### src/rtl/rom_boot_sequencer.sv
// rom_boot_sequencer: copies WORD_COUNT words from a synchronous word source
// into the SoC ROM through the rom_loader handshake. The Hack CPU is held in
// reset until the image is loaded plus a programmable hold time.
//
// Handshake (one word): rom_loader_data is set up first. rom_loader_load
// rises together with a rom_loader_sck pulse (SCK_HALF_CYCLES high, then
// SCK_HALF_CYCLES low). The sequencer then waits for rom_loader_ack high,
// drops load, and waits for ack low before moving on. Both ack edges are
// bounded by ACK_TIMEOUT cycles. A missed edge retries the same word, up to
// MAX_RETRIES times, before a sticky ERROR. rom_loader_data does not change
// between PRESENT and the end of RELEASE.
//
// Optional build macro ROM_BOOT_CHECKSUM_EN adds checksum_expected and
// rejects the image (ERROR) when the modular sum of accepted words differs.
module rom_boot_sequencer #(
  parameter int DATA_WIDTH        = 16,
  parameter int ADDR_WIDTH        = 16,
  parameter int WORD_COUNT        = 973,
  parameter int SCK_HALF_CYCLES   = 1,
  parameter int ACK_TIMEOUT       = 1023,
  parameter int MAX_RETRIES       = 3,
  parameter int RESET_HOLD_CYCLES = 16
) (
  input  logic                  clk,
  input  logic                  reset_n,
  input  logic                  start,
  input  logic                  reload,
  input  logic                  user_hold,
  output logic [ADDR_WIDTH-1:0] src_addr,
  input  logic [DATA_WIDTH-1:0] src_data,
  output logic                  rom_loader_load,
  output logic                  rom_loader_sck,
  output logic [DATA_WIDTH-1:0] rom_loader_data,
  input  logic                  rom_loader_ack,
`ifdef ROM_BOOT_CHECKSUM_EN
  input  logic [DATA_WIDTH-1:0] checksum_expected,
`endif
  output logic                  hack_external_reset,
  output logic                  done,
  output logic                  error,
  output logic [ADDR_WIDTH-1:0] word_index,
  output logic [3:0]            dbg_state
);

  localparam logic [3:0] ST_IDLE     = 4'd0;
  localparam logic [3:0] ST_FETCH    = 4'd1;
  localparam logic [3:0] ST_PRESENT  = 4'd2;
  localparam logic [3:0] ST_SCK_HI   = 4'd3;
  localparam logic [3:0] ST_SCK_LO   = 4'd4;
  localparam logic [3:0] ST_WAIT_ACK = 4'd5;
  localparam logic [3:0] ST_RELEASE  = 4'd6;
  localparam logic [3:0] ST_RETRY    = 4'd7;
  localparam logic [3:0] ST_HOLD     = 4'd8;
  localparam logic [3:0] ST_DONE     = 4'd9;
  localparam logic [3:0] ST_ERROR    = 4'd10;

  // One shared phase timer covers sck phases, ack timeouts, retry gap and hold.
  localparam int T_A   = (ACK_TIMEOUT > SCK_HALF_CYCLES) ? ACK_TIMEOUT : SCK_HALF_CYCLES;
  localparam int T_B   = (T_A > RESET_HOLD_CYCLES) ? T_A : RESET_HOLD_CYCLES;
  localparam int TMR_W = $clog2(T_B + 2) + 1;
  localparam int RTY_W = $clog2(MAX_RETRIES + 1) + 1;

  localparam logic [TMR_W-1:0]      SCK_LAST  = TMR_W'(SCK_HALF_CYCLES - 1);
  localparam logic [TMR_W-1:0]      ACK_LAST  = TMR_W'(ACK_TIMEOUT - 1);
  localparam logic [TMR_W-1:0]      HOLD_LAST = TMR_W'((RESET_HOLD_CYCLES > 0) ? RESET_HOLD_CYCLES - 1 : 0);
  localparam logic [TMR_W-1:0]      RTY_GAP   = TMR_W'(2);
  localparam logic [RTY_W-1:0]      RTY_MAX   = RTY_W'(MAX_RETRIES);
  localparam logic [ADDR_WIDTH-1:0] LAST_IDX  = ADDR_WIDTH'(WORD_COUNT - 1);
  localparam logic [3:0]            ST_AFTER_LAST = (RESET_HOLD_CYCLES == 0) ? ST_DONE : ST_HOLD;

  logic [3:0]            r_state;
  logic [TMR_W-1:0]      r_timer;
  logic [RTY_W-1:0]      r_retry;
  logic [ADDR_WIDTH-1:0] r_index;
  logic [DATA_WIDTH-1:0] r_data;
  logic                  r_load;
  logic                  r_sck;

`ifdef ROM_BOOT_CHECKSUM_EN
  logic [DATA_WIDTH-1:0] r_sum;
  logic [DATA_WIDTH-1:0] w_sum_next;
  assign w_sum_next = r_sum + r_data;
`endif

  assign src_addr            = r_index;
  assign word_index          = r_index;
  assign rom_loader_load     = r_load;
  assign rom_loader_sck      = r_sck;
  assign rom_loader_data     = r_data;
  assign done                = (r_state == ST_DONE);
  assign error               = (r_state == ST_ERROR);
  assign hack_external_reset = (r_state != ST_DONE) | user_hold;
  assign dbg_state           = r_state;

  // Boot FSM: sequences fetch, strobe, ack handshake, retries and reset hold.
  always_ff @(posedge clk or negedge reset_n) begin
    if (!reset_n) begin
      r_state <= ST_IDLE;
      r_timer <= '0;
      r_retry <= '0;
      r_index <= '0;
      r_data  <= '0;
      r_load  <= 1'b0;
      r_sck   <= 1'b0;
`ifdef ROM_BOOT_CHECKSUM_EN
      r_sum   <= '0;
`endif
    end else if (reload) begin
      // Reload overrides whatever the current state would do this cycle.
      r_state <= ST_FETCH;
      r_timer <= '0;
      r_retry <= '0;
      r_index <= '0;
      r_load  <= 1'b0;
      r_sck   <= 1'b0;
    end else begin
      case (r_state)
        ST_IDLE: begin
          if (start) begin
            r_state <= ST_FETCH;
            r_index <= '0;
            r_timer <= '0;
          end
        end
        ST_FETCH: begin
`ifdef ROM_BOOT_CHECKSUM_EN
          if (r_index == '0) r_sum <= '0;
`endif
          // First cycle presents the address, second captures the source word.
          if (r_timer == '0) begin
            r_timer <= TMR_W'(1);
          end else begin
            r_data  <= src_data;
            r_timer <= '0;
            r_state <= ST_PRESENT;
          end
        end
        ST_PRESENT: begin
          // A stale ack from the previous word must clear before a new request.
          if (!rom_loader_ack) begin
            r_load  <= 1'b1;
            r_sck   <= 1'b1;
            r_timer <= '0;
            r_state <= ST_SCK_HI;
          end else if (r_timer == ACK_LAST) begin
            r_timer <= '0;
            r_state <= ST_RETRY;
          end else begin
            r_timer <= r_timer + TMR_W'(1);
          end
        end
        ST_SCK_HI: begin
          if (r_timer == SCK_LAST) begin
            r_sck   <= 1'b0;
            r_timer <= '0;
            r_state <= ST_SCK_LO;
          end else begin
            r_timer <= r_timer + TMR_W'(1);
          end
        end
        ST_SCK_LO: begin
          if (r_timer == SCK_LAST) begin
            r_timer <= '0;
            r_state <= ST_WAIT_ACK;
          end else begin
            r_timer <= r_timer + TMR_W'(1);
          end
        end
        ST_WAIT_ACK: begin
          if (rom_loader_ack) begin
            r_load  <= 1'b0;
            r_timer <= '0;
            r_state <= ST_RELEASE;
          end else if (r_timer == ACK_LAST) begin
            r_load  <= 1'b0;
            r_timer <= '0;
            r_state <= ST_RETRY;
          end else begin
            r_timer <= r_timer + TMR_W'(1);
          end
        end
        ST_RELEASE: begin
          if (!rom_loader_ack) begin
            r_retry <= '0;
            r_timer <= '0;
`ifdef ROM_BOOT_CHECKSUM_EN
            r_sum   <= w_sum_next;
`endif
            if (r_index == LAST_IDX) begin
`ifdef ROM_BOOT_CHECKSUM_EN
              if (w_sum_next != checksum_expected) r_state <= ST_ERROR;
              else
`endif
              r_state <= ST_AFTER_LAST;
            end else begin
              r_index <= r_index + ADDR_WIDTH'(1);
              r_state <= ST_FETCH;
            end
          end else if (r_timer == ACK_LAST) begin
            r_timer <= '0;
            r_state <= ST_RETRY;
          end else begin
            r_timer <= r_timer + TMR_W'(1);
          end
        end
        ST_RETRY: begin
          // First cycle decides retry vs. give up; then a short quiet gap.
          if (r_timer == '0) begin
            if (r_retry == RTY_MAX) begin
              r_state <= ST_ERROR;
            end else begin
              r_retry <= r_retry + RTY_W'(1);
              r_timer <= TMR_W'(1);
            end
          end else if (r_timer == RTY_GAP) begin
            r_timer <= '0;
            r_state <= ST_PRESENT;
          end else begin
            r_timer <= r_timer + TMR_W'(1);
          end
        end
        ST_HOLD: begin
          if (r_timer == HOLD_LAST) begin
            r_timer <= '0;
            r_state <= ST_DONE;
          end else begin
            r_timer <= r_timer + TMR_W'(1);
          end
        end
        ST_DONE: begin
          r_load <= 1'b0;
        end
        ST_ERROR: begin
          r_load <= 1'b0;
          r_sck  <= 1'b0;
        end
        default: begin
          r_state <= ST_IDLE;
        end
      endcase
    end
  end

endmodule

### config.mk
export PLATFORM = sky130hd
export DESIGN_NAME = rom_boot_sequencer
export DESIGN_NICKNAME = d
export VERILOG_FILES = /design/src/rtl/rom_boot_sequencer.sv
export SDC_FILE = /design/constraint.sdc
export NUM_CORES = 1
export LEC_CHECK = 0
export ABC_CLOCK_PERIOD_IN_PS = 2900
export CAP_MARGIN = 5
export CELL_PAD_IN_SITES_DETAIL_PLACEMENT = 1
export CELL_PAD_IN_SITES_GLOBAL_PLACEMENT = 1
export CORE_UTILIZATION = 50
export CTS_BUF_LIST = sky130_fd_sc_hd__clkbuf_8
export DETAILED_ROUTE_END_ITERATION = 12
export DONT_BUFFER_PORTS = 1
export GPL_TIMING_DRIVEN = 1
export MAX_ROUTING_LAYER = met4
export PLACE_DENSITY = 0.83
export SLEW_MARGIN = 20
export SYNTH_ARGS = -nofsm -noshare
export SYNTH_HDL_FRONTEND = slang
export SYNTH_SLANG_ARGS = --single-unit
### constraint.sdc
create_clock -name clk -period 2.9 [get_ports clk]
set_clock_uncertainty 0.1 [all_clocks]
set_input_delay 0.58 -clock clk [delete_from_list [all_inputs] [get_ports clk]]
set_output_delay 0.58 -clock clk [all_outputs]
set_load 0.005 [all_outputs]
==> results.json, run 1 <==
{
  "status": "finished, violations left",
  "violations": "hold timing",
  "drt-initial-drc-count": 85,
  "drt.antenna.violating_nets": 0,
  "drv_cap": 0,
  "ioPinCount": 79,
  "r2r_start": "dbg_state[2]$_DFFE_PN0P_",
  "synth-edff-count": 0,
  "hold_path_class": "in2async",
  "die_h_um": 83.3,
  "r2r_end": "src_addr[13]$_DFFE_PN0P_",
  "seq_area_frac_synth": 0.402,
  "die_w_um": 83.3,
  "cts_root_buffer": "clkbuf_8",
  "fin_crit_ns": 2.40,
  "fin_crit_sh": 0.826,
  "numCtsBuffers": 5,
  "cp-end-kind": "output pin",
  "dr.pass1.iters": 4,
  "diodes": 0,
  "area_growth_pct": 2.08,
  "leakagePower_nw": 1.45,
  "dpl.hpwl_mm": 5.89,
  "required_ns": 2.22,
  "cts_hold_buf": 1,
  "wirelength_mm": 8.10,
  "rsz0062_at_grt": "no",
  "via_count": 2660,
  "synth_top_area_share": 0.402,
  "grt_max_degree": 54,
  "p_per_area_nw_per_um2": 671,
  "synth_top_flop_cell": "dfrtp_1",
  "ys_types": 58,
  "nFillCells": 737,
  "synth_cells": 351,
  "pre_cts_ws_ns": 0.618,
  "syn-num-nets": 380,
  "grt_pass1_vias": 2716,
  "tns_ns": 0,
  "ys_ff_latch": 53,
  "finalCoreUtilization": 0.531,
  "irDropWorstVdd_v": 0.000413,
  "crit_type": "reg2out",
  "place.gp.congestion": 0.803,
  "track_usage": 0.252,
  "synth.area.top_cells": "dfrtp_1, mux2_2, buf_4, nor2_1, nand3_1",
  "num_rows": 29,
  "cp_max_fo": 15,
  "via_per_inst": 6.46,
  "synth_area_leader_cell": "dfrtp_1",
  "holdWs_ns": -0.00177,
  "wire_per_inst_um": 19.7,
  "drc_errors": 0,
  "yosys-top-cells-count": "dfrtp_1, nor2_1, nand3_1, buf_4, mux2_2",
  "cp.arrival_ns": 1.72,
  "finalMaxSlewViolations": 0,
  "synth.most_common_cell": "dfrtp_1",
  "grt_antenna_before_repair": 0,
  "max_freq_mhz": 417,
  "yosys_warnings": 0,
  "initial_core_util": 0.520,
  "cts_num_sinks": 53,
  "syn_area_um2": 3300,
  "start_kind": "flop",
  "ctsHtreeMaxLevel": 2,
  "grt_pass1_wl_mm": 14.0,
  "avgSynthCellArea_um2": 9.41,
  "ctsResizeCount": 0,
  "setup_viol": 0,
  "path_clk_slew_ns": 0.11,
  "port_buffers": 0,
  "tightest_slew_ns": 0.790,
  "ff2ff_path_depth": 5,
  "die_area_um2": 6930,
  "layout_setup_ws_ns": 0.504,
  "post_cts_buffers": 0,
  "overflow": 0,
  "core_area_um2": 6350,
  "finalHoldViolations": 2,
  "regToRegSetupSlack_ns": 0.56,
  "max_slew_margin": 0.473,
  "drive_gt1_frac": 0.137,
  "clockBufferDepth": 2,
  "final_nets": 363,
  "cts_tree": "done",
  "clock_latency_ns": 0.31,
  "async_flop_share": 1.00
}
==> cell usage in the layout (no fill, tap or decap), types with 6 or more instances in the layout <==
cell type   n
nor2_1     37
and3_1      7
buf_4       7
nor3_1     12
ha_1        7
inv_1      11
nand4_1     6
dfrtp_1    53
nand2b_1    9
o21ai_0    12
a21o_1      9
xnor2_1     8
mux2_2     18
o31ai_1     6
a22o_1      7
nand2_1    15
nand3_1    21
a21oi_1    12
==> stage by stage <==
step | hold slack [ns] | cells | total power, mW | cell area, um^2
6_report | -0.00177 | 412 | 2.26 | 3370
5_1_grt | 0.00599 | 412 | 2.41 | 3370
4_1_cts | 0.0145 | 412 | 2.27 | 3370
3_5_place_dp | 0.186 | 403 | 1.80 | 3250
3_3_place_gp | 0.186 | 403 | 1.76 | 3250
2_1_floorplan | 0.184 | 351 | 1.63 | 3300
==> report_power, final <==
group / switching [mW] / total [mW] / internal [mW] / leakage (nW)
registers: 0.149 / 1.03 / 0.882 / 0.703
logic: 0.421 / 0.781 / 0.361 / 0.698
clock network: 0.273 / 0.450 / 0.177 / 0.0452
==> metal layers <==
layer  part of all wire  GRT usage
met5                  0          -
met4             0.0094     0.0486
met3              0.052     0.0477
met2               0.48      0.399
met1               0.45      0.341
==> worst max-delay path by stage <==
stage                                         from                      end
after floorplan                     rom_loader_ack  src_addr[3]$_DFFE_PN0P_
after global placement    dbg_state[2]$_DFFE_PN0P_  src_addr[7]$_DFFE_PN0P_
after detailed placement    r_timer[8]$_DFFE_PN0P_   r_timer[4]$_DFFE_PN0P_
after CTS                 dbg_state[3]$_DFFE_PN0P_      hack_external_reset
after global routing      dbg_state[2]$_DFFE_PN0P_  src_addr[0]$_DFFE_PN0P_
final                     dbg_state[3]$_DFFE_PN0P_      hack_external_reset
==> cell families (layout without fill, tap and decap cells) <==
logic type / Yosys count / in the layout / synth area share
flops: 53 / 53 / 0.402
xor+xnor: 9 / 9 / 0.0239
buf+inv: 43 / 27 / 0.0747
fa+ha+maj: 7 / 7 / 0.0265
mux: 20 / 20 / 0.0674
compound gates: 71 / 71 / 0.147
simple gates: 148 / 148 / 0.258
==> sequential cells by signal, indices dropped and copies added (netlist names) <==
signal / cells
dbg_state: 4
r_retry: 3
r_timer: 12
rom_loader_sck: 1
rom_loader_load: 1
rom_loader_data: 16
src_addr: 16
==> layout make-up <==
| cell class | count | area, um^2 | share of cell area |
|---|---|---|---|
| Inverter | 11 | 41.3 | 0.0122 |
| Clock inverter | 3 | 25.0 | 0.00742 |
| Tap cell | 77 | 96.3 | 0.0286 |
| Clock buffer | 5 | 68.8 | 0.0204 |
| Sequential cell | 53 | 1330 | 0.393 |
| Multi-Input combinational cell | 255 | 1730 | 0.514 |
| Timing Repair Buffer | 8 | 80.1 | 0.0238 |
==> critical path, cell delays in order, from the launching register on <==
cell and delay (ns):
dfrtp_1 0.68, nand2b_1 0.29, or3_1 0.43
No activity file was read; power rests on OpenSTA's default activity.
==> run 2: changes to the inputs <==
--- a/config.mk
+++ b/config.mk
@@ -5,17 +5,17 @@
 export SDC_FILE = /design/constraint.sdc
 export NUM_CORES = 1
 export LEC_CHECK = 0
-export ABC_CLOCK_PERIOD_IN_PS = 2900
+export ABC_CLOCK_PERIOD_IN_PS = 2100
 export CAP_MARGIN = 5
 export CELL_PAD_IN_SITES_DETAIL_PLACEMENT = 1
 export CELL_PAD_IN_SITES_GLOBAL_PLACEMENT = 1
-export CORE_UTILIZATION = 50
+export CORE_UTILIZATION = 45
 export CTS_BUF_LIST = sky130_fd_sc_hd__clkbuf_8
 export DETAILED_ROUTE_END_ITERATION = 12
 export DONT_BUFFER_PORTS = 1
 export GPL_TIMING_DRIVEN = 1
 export MAX_ROUTING_LAYER = met4
-export PLACE_DENSITY = 0.83
+export PLACE_DENSITY = 0.79
 export SLEW_MARGIN = 20
 export SYNTH_ARGS = -nofsm -noshare
 export SYNTH_HDL_FRONTEND = slang
==> constraint.sdc (replaced) <==
create_clock -name clk -period 2.1 [get_ports clk]
set_clock_uncertainty 0.1 [all_clocks]
set_input_delay 0.42 -clock clk [delete_from_list [all_inputs] [get_ports clk]]
set_output_delay 0.42 -clock clk [all_outputs]
set_load 0.005 [all_outputs]
==> run 2 against run 1 <==
Net effect: the flow finishes with violations (setup timing); register-to-register slack lost 0.75 ns; die area increased by 11%; first-iteration DRC count is 120% higher; clock power rose by 41%; sequential share of layout area shrank 7.1 points.
==> results.json, run 2 (synthesized netlist as in run 1, its figures left out) <==
{
  "status": "finished, violations left",
  "violations": "setup timing",
  "ff_latch_area_um2": 1330,
  "grt_max_degree": 54,
  "finalMaxSlewViolations": 0,
  "holdWs_ns": 0.0306,
  "port_buffers": 0,
  "finalCoreUtilization": 0.593,
  "grt_pass1_wl_mm": 15.7,
  "place.gp.congestion": 0.866,
  "wire_per_inst_um": 23.1,
  "final_common_cell": "buf_4",
  "numCtsBuffers": 5,
  "placed_cells": 467,
  "fin_cells": 492,
  "leakagePower_nw": 1.81,
  "p_per_area_nw_per_um2": 916,
  "clockBufferDepth": 2,
  "path_clk_slew_ns": 0.11,
  "r2r_start": "dbg_state[1]$_DFFE_PN0P_",
  "drt.antenna.violating_nets": 0,
  "die_area_um2": 7680,
  "final_nets": 424,
  "cp_max_fo": 20,
  "dpl.hpwl_mm": 6.93,
  "finalHoldViolations": 0,
  "overflow": 0,
  "via_per_inst": 6.33,
  "num_rows": 30,
  "regToRegSetupSlack_ns": -0.19,
  "area_growth_pct": 24.7,
  "drc_errors": 0,
  "critPathLaunch": "dbg_state[1]$_DFFE_PN0P_",
  "ff2ff_path_depth": 9,
  "wirelength_mm": 11.4,
  "via_count": 3116,
  "setup_viol": 37,
  "nFillCells": 766,
  "max_slew_margin": 0.738,
  "hold_path_class": "in2reg",
  "start_kind": "flop",
  "track_usage": 0.273,
  "endpoint": "r_timer[11]$_DFFE_PN0P_",
  "grt_pass1_vias": 3151,
  "tightest_slew_ns": 0.390,
  "fin_crit_sh": 1.09,
  "fin_crit_ns": 2.29,
  "cts_root_buffer": "clkbuf_8",
  "cts_num_sinks": 53,
  "diodes": 0,
  "grt_antenna_before_repair": 0,
  "layout_setup_ws_ns": -0.189,
  "irDropWorstVdd_v": 0.000386,
  "drt-initial-drc-count": 188,
  "ctsHtreeMaxLevel": 2,
  "core_area_um2": 6940,
  "clock_latency_ns": 0.33,
  "cp.arrival_ns": 2.45,
  "ioPinCount": 79,
  "die_w_um": 87.7,
  "drive_gt1_frac": 0.361,
  "r2r_end": "r_timer[11]$_DFFE_PN0P_",
  "crit_type": "reg2reg",
  "max_freq_mhz": 437,
  "die_h_um": 87.7,
  "cts_tree": "done",
  "required_ns": 2.26,
  "initial_core_util": 0.475,
  "multi_input_area_um2": 1950,
  "rsz0062_at_grt": "yes",
  "drv_cap": 0,
  "dr.pass1.iters": 4,
  "p_total_mw": 3.77,
  "mostFrequentLayoutCells": "buf_4, dfrtp_1, nor2_1, nand3_1, mux2_2",
  "cp-end-kind": "flop"
}
run 2: what timing repair did:
item / in CTS / in global routing
endpoints found under the setup margin: 16 / 45
setup buffers: 7 / 8
endpoints found under the hold margin: 53 / 0
hold buffers: 2 / 0
pin swaps: 6 / 11
resized for setup: 12 / 39
run 2: worst max-delay path, cell delays in order (launching register included):
cell	delay, ns
dfrtp_1	0.46
buf_4	0.17
buf_4	0.17
nand4bb_1	0.22
a21oi_2	0.21
nand2_1	0.11
a31oi_1	0.24
buf_6	0.22
a21o_1	0.15
a22o_1	0.17
run 2: worst min-delay path by stage:
stage                  from                           to  slack, ns  cells after the start
global route         reload     dbg_state[3]$_DFFE_PN0P_       0.02                      1
detailed placement  reset_n  rom_loader_load$_DFFE_PN0P_       0.03                      0
floorplan           reset_n     dbg_state[0]$_DFFE_PN0P_       0.02                      0
finish               reload     dbg_state[3]$_DFFE_PN0P_       0.03                      1
CTS                  reload     dbg_state[3]$_DFFE_PN0P_       0.06                      1
global placement    reset_n   rom_loader_sck$_DFFE_PN0P_       0.03                      0
run 2: cell type report:
cell class / count / area share
inverters: 11 / 0.0100
clock inverters: 3 / 0.00608
well taps: 96 / 0.0292
repair buffers: 69 / 0.142
flip-flops and latches: 53 / 0.323
clock buffers: 5 / 0.0167
multi-input cells: 255 / 0.474
run 2: through the flow:
step | area (um^2) | setup WS (ns) | TNS [ns]
global placement | 3630 | 0.00656 | 0
CTS | 3870 | -0.0305 | -0.0988
global route | 4120 | -0.295 | -5.36
finish | 4120 | -0.189 | -2.28
detailed placement | 3630 | -0.111 | -0.937
floorplan | 3300 | 0.0665 | 0
run 2: power breakdown:
part | total, mW | internal [mW] | switching, mW | leakage (nW)
clock network | 0.636 | 0.244 | 0.392 | 0.0452
registers | 1.39 | 1.22 | 0.168 | 0.699
logic | 1.75 | 0.827 | 0.922 | 1.06
total | 3.77 | 2.29 | 1.48 | 1.81
run 2: per-layer routing:
layer / share of wire / track usage / vias to the layer above
li1: - / - / 1350
met1: 0.42 / 0.312 / 1638
met2: 0.50 / 0.464 / 101
met3: 0.047 / 0.0641 / 27
met4: 0.026 / 0.104 / 0
met5: 0 / - / -
==> run 3: changes to the inputs <==
--- a/config.mk
+++ b/config.mk
@@ -9,13 +9,15 @@
 export CAP_MARGIN = 5
 export CELL_PAD_IN_SITES_DETAIL_PLACEMENT = 1
 export CELL_PAD_IN_SITES_GLOBAL_PLACEMENT = 1
+export CORE_MARGIN = 2
 export CORE_UTILIZATION = 45
 export CTS_BUF_LIST = sky130_fd_sc_hd__clkbuf_8
 export DETAILED_ROUTE_END_ITERATION = 12
 export DONT_BUFFER_PORTS = 1
 export GPL_TIMING_DRIVEN = 1
 export MAX_ROUTING_LAYER = met4
-export PLACE_DENSITY = 0.79
+export PLACE_DENSITY_LB_ADDON = 0.05
+export SKIP_CTS_REPAIR_TIMING = 1
 export SLEW_MARGIN = 20
 export SYNTH_ARGS = -nofsm -noshare
 export SYNTH_HDL_FRONTEND = slang
==> run 3 against run 2 <==
Net effect: the run still ends with setup timing left; largest power group unchanged; global-route usage down 3.7 points; first-iteration DRC count shrank 56%; cell count up 1.6%.
==> results.json, run 3 (synthesized netlist as in run 1, its figures left out) <==
{
  "grt_antenna_before_repair": 0,
  "numCtsBuffers": 5,
  "die_h_um": 89.7,
  "dpl.hpwl_mm": 6.76,
  "initial_core_util": 0.460,
  "final_nets": 429,
  "core_area_um2": 7180,
  "setup_viol": 14,
  "fin_cells": 500,
  "finalMaxSlewViolations": 0,
  "fin_crit_ns": 2.27,
  "ioPinCount": 79,
  "p_per_area_nw_per_um2": 869,
  "max_freq_mhz": 440,
  "placed_cells": 484,
  "cp.arrival_ns": 2.41,
  "pre_cts_ws_ns": -0.160,
  "leakagePower_nw": 1.79,
  "wire_per_inst_um": 18.2,
  "drc_errors": 0,
  "cts_num_sinks": 53,
  "wirelength_mm": 9.12,
  "mostFrequentLayoutCells": "buf_4, dfrtp_1, nor2_1, nand3_1, mux2_2",
  "final_common_cell": "buf_4",
  "diodes": 0,
  "dr.pass1.iters": 5,
  "tns_ns": -1.40,
  "drt.antenna.violating_nets": 0,
  "finalHoldViolations": 0,
  "crit_slowest_cell": "dfrtp_1",
  "irDropWorstVdd_v": 0.000546,
  "cp_max_fo": 4,
  "via_count": 2918,
  "status": "finished, violations left",
  "cts_root_buffer": "clkbuf_8",
  "drive_gt1_frac": 0.299,
  "required_ns": 2.24,
  "via_per_inst": 5.84,
  "clock_latency_ns": 0.31,
  "grt_pass1_wl_mm": 14.3,
  "num_rows": 31,
  "slowest_delay_ns": 0.44,
  "cp-end-kind": "flop",
  "clockBufferDepth": 2,
  "start_kind": "flop",
  "drt-initial-drc-count": 83,
  "grt_pass1_vias": 2930,
  "place.gp.congestion": 0.910,
  "fin_crit_sh": 1.08,
  "max_slew_margin": 0.760,
  "cts_tree": "done",
  "layout_setup_ws_ns": -0.173,
  "track_usage": 0.236,
  "drv_cap": 0,
  "ctsHtreeMaxLevel": 2,
  "die_area_um2": 8040,
  "violations": "setup timing",
  "path_clk_slew_ns": 0.10,
  "die_w_um": 89.7,
  "finalCoreUtilization": 0.555,
  "area_growth_pct": 20.6,
  "hold_path_class": "in2reg",
  "rsz0062_at_grt": "yes",
  "overflow": 0,
  "port_buffers": 0,
  "grt_max_degree": 54,
  "crit_type": "reg2reg",
  "crit_chain": "nor4_4 -> nand4_2 -> buf_4 -> and2_1 -> nor4_4 -> buf_4 -> nand3_1 -> a21oi_1",
  "tightest_slew_ns": 0.358
}
run 3: changes by cell type in the layout (fill, tap and decap cells not counted), sizes merged:
cell    previous run  this run
buf               68        73
inv               13        11
clkinv             0         2
run 3: layer usage:
layer / global-route usage / wire (um) / vias to the layer above
met3: 0.0384 / 456 / 22
met1: 0.296 / 3910 / 1438
li1: - / - / 1366
met4: 0.0543 / 170 / 0
met5: - / 0 / -
met2: 0.400 / 4580 / 92
run 3: final cells by class:
cell class / instances / area (um^2)
fill: 835 / 3190
multi-input combinational: 255 / 1790
sequential: 53 / 1330
timing repair buffer: 74 / 614
tap: 99 / 124
clock buffer: 5 / 68.8
inverter: 11 / 41.3
clock inverter: 3 / 17.5
run 3: worst max-delay path, delay by kind of cell (launching register included):
family	cells	cell delay [ns]
flip-flops	1	0.44
AND/OR/NAND/NOR	5	1.13
AO/OA/AOI/OAI	1	0.16
buffers and inverters	2	0.37
run 3: stage by stage:
| step | power, mW | hold WS, ns | cell area, um^2 |
|---|---|---|---|
| 4_1_cts | 3.34 | -0.320 | 3830 |
| 6_report | 3.46 | 0.0615 | 3980 |
| 3_5_place_dp | 2.75 | 0.0257 | 3740 |
| 3_3_place_gp | 2.68 | 0.0255 | 3740 |
| 5_1_grt | 3.70 | 0.0448 | 3980 |
| 2_1_floorplan | 2.25 | 0.0244 | 3300 |
run 3: power by group:
part,internal [mW],switching (mW)
sequential,1.22,0.165
clock,0.231,0.352
combinational,0.762,0.734
run 3: path summary, 6_finish.rpt:
kind	from	endpoint	slack (ns)	cells past startpoint
min in group asynchronous	reset_n	rom_loader_data[14]$_DFFE_PN0P_	0.52	2
min	reload	rom_loader_load$_DFFE_PN0P_	0.06	1
max	r_timer[4]$_DFFE_PN0P_	dbg_state[3]$_DFFE_PN0P_	-0.17	8
min reg2reg	r_retry[2]$_DFFE_PN0P_	r_retry[2]$_DFFE_PN0P_	0.42	1
max reg2reg	r_timer[4]$_DFFE_PN0P_	dbg_state[3]$_DFFE_PN0P_	-0.17	8
max in group asynchronous	reset_n	src_addr[3]$_DFFE_PN0P_	1.16	2
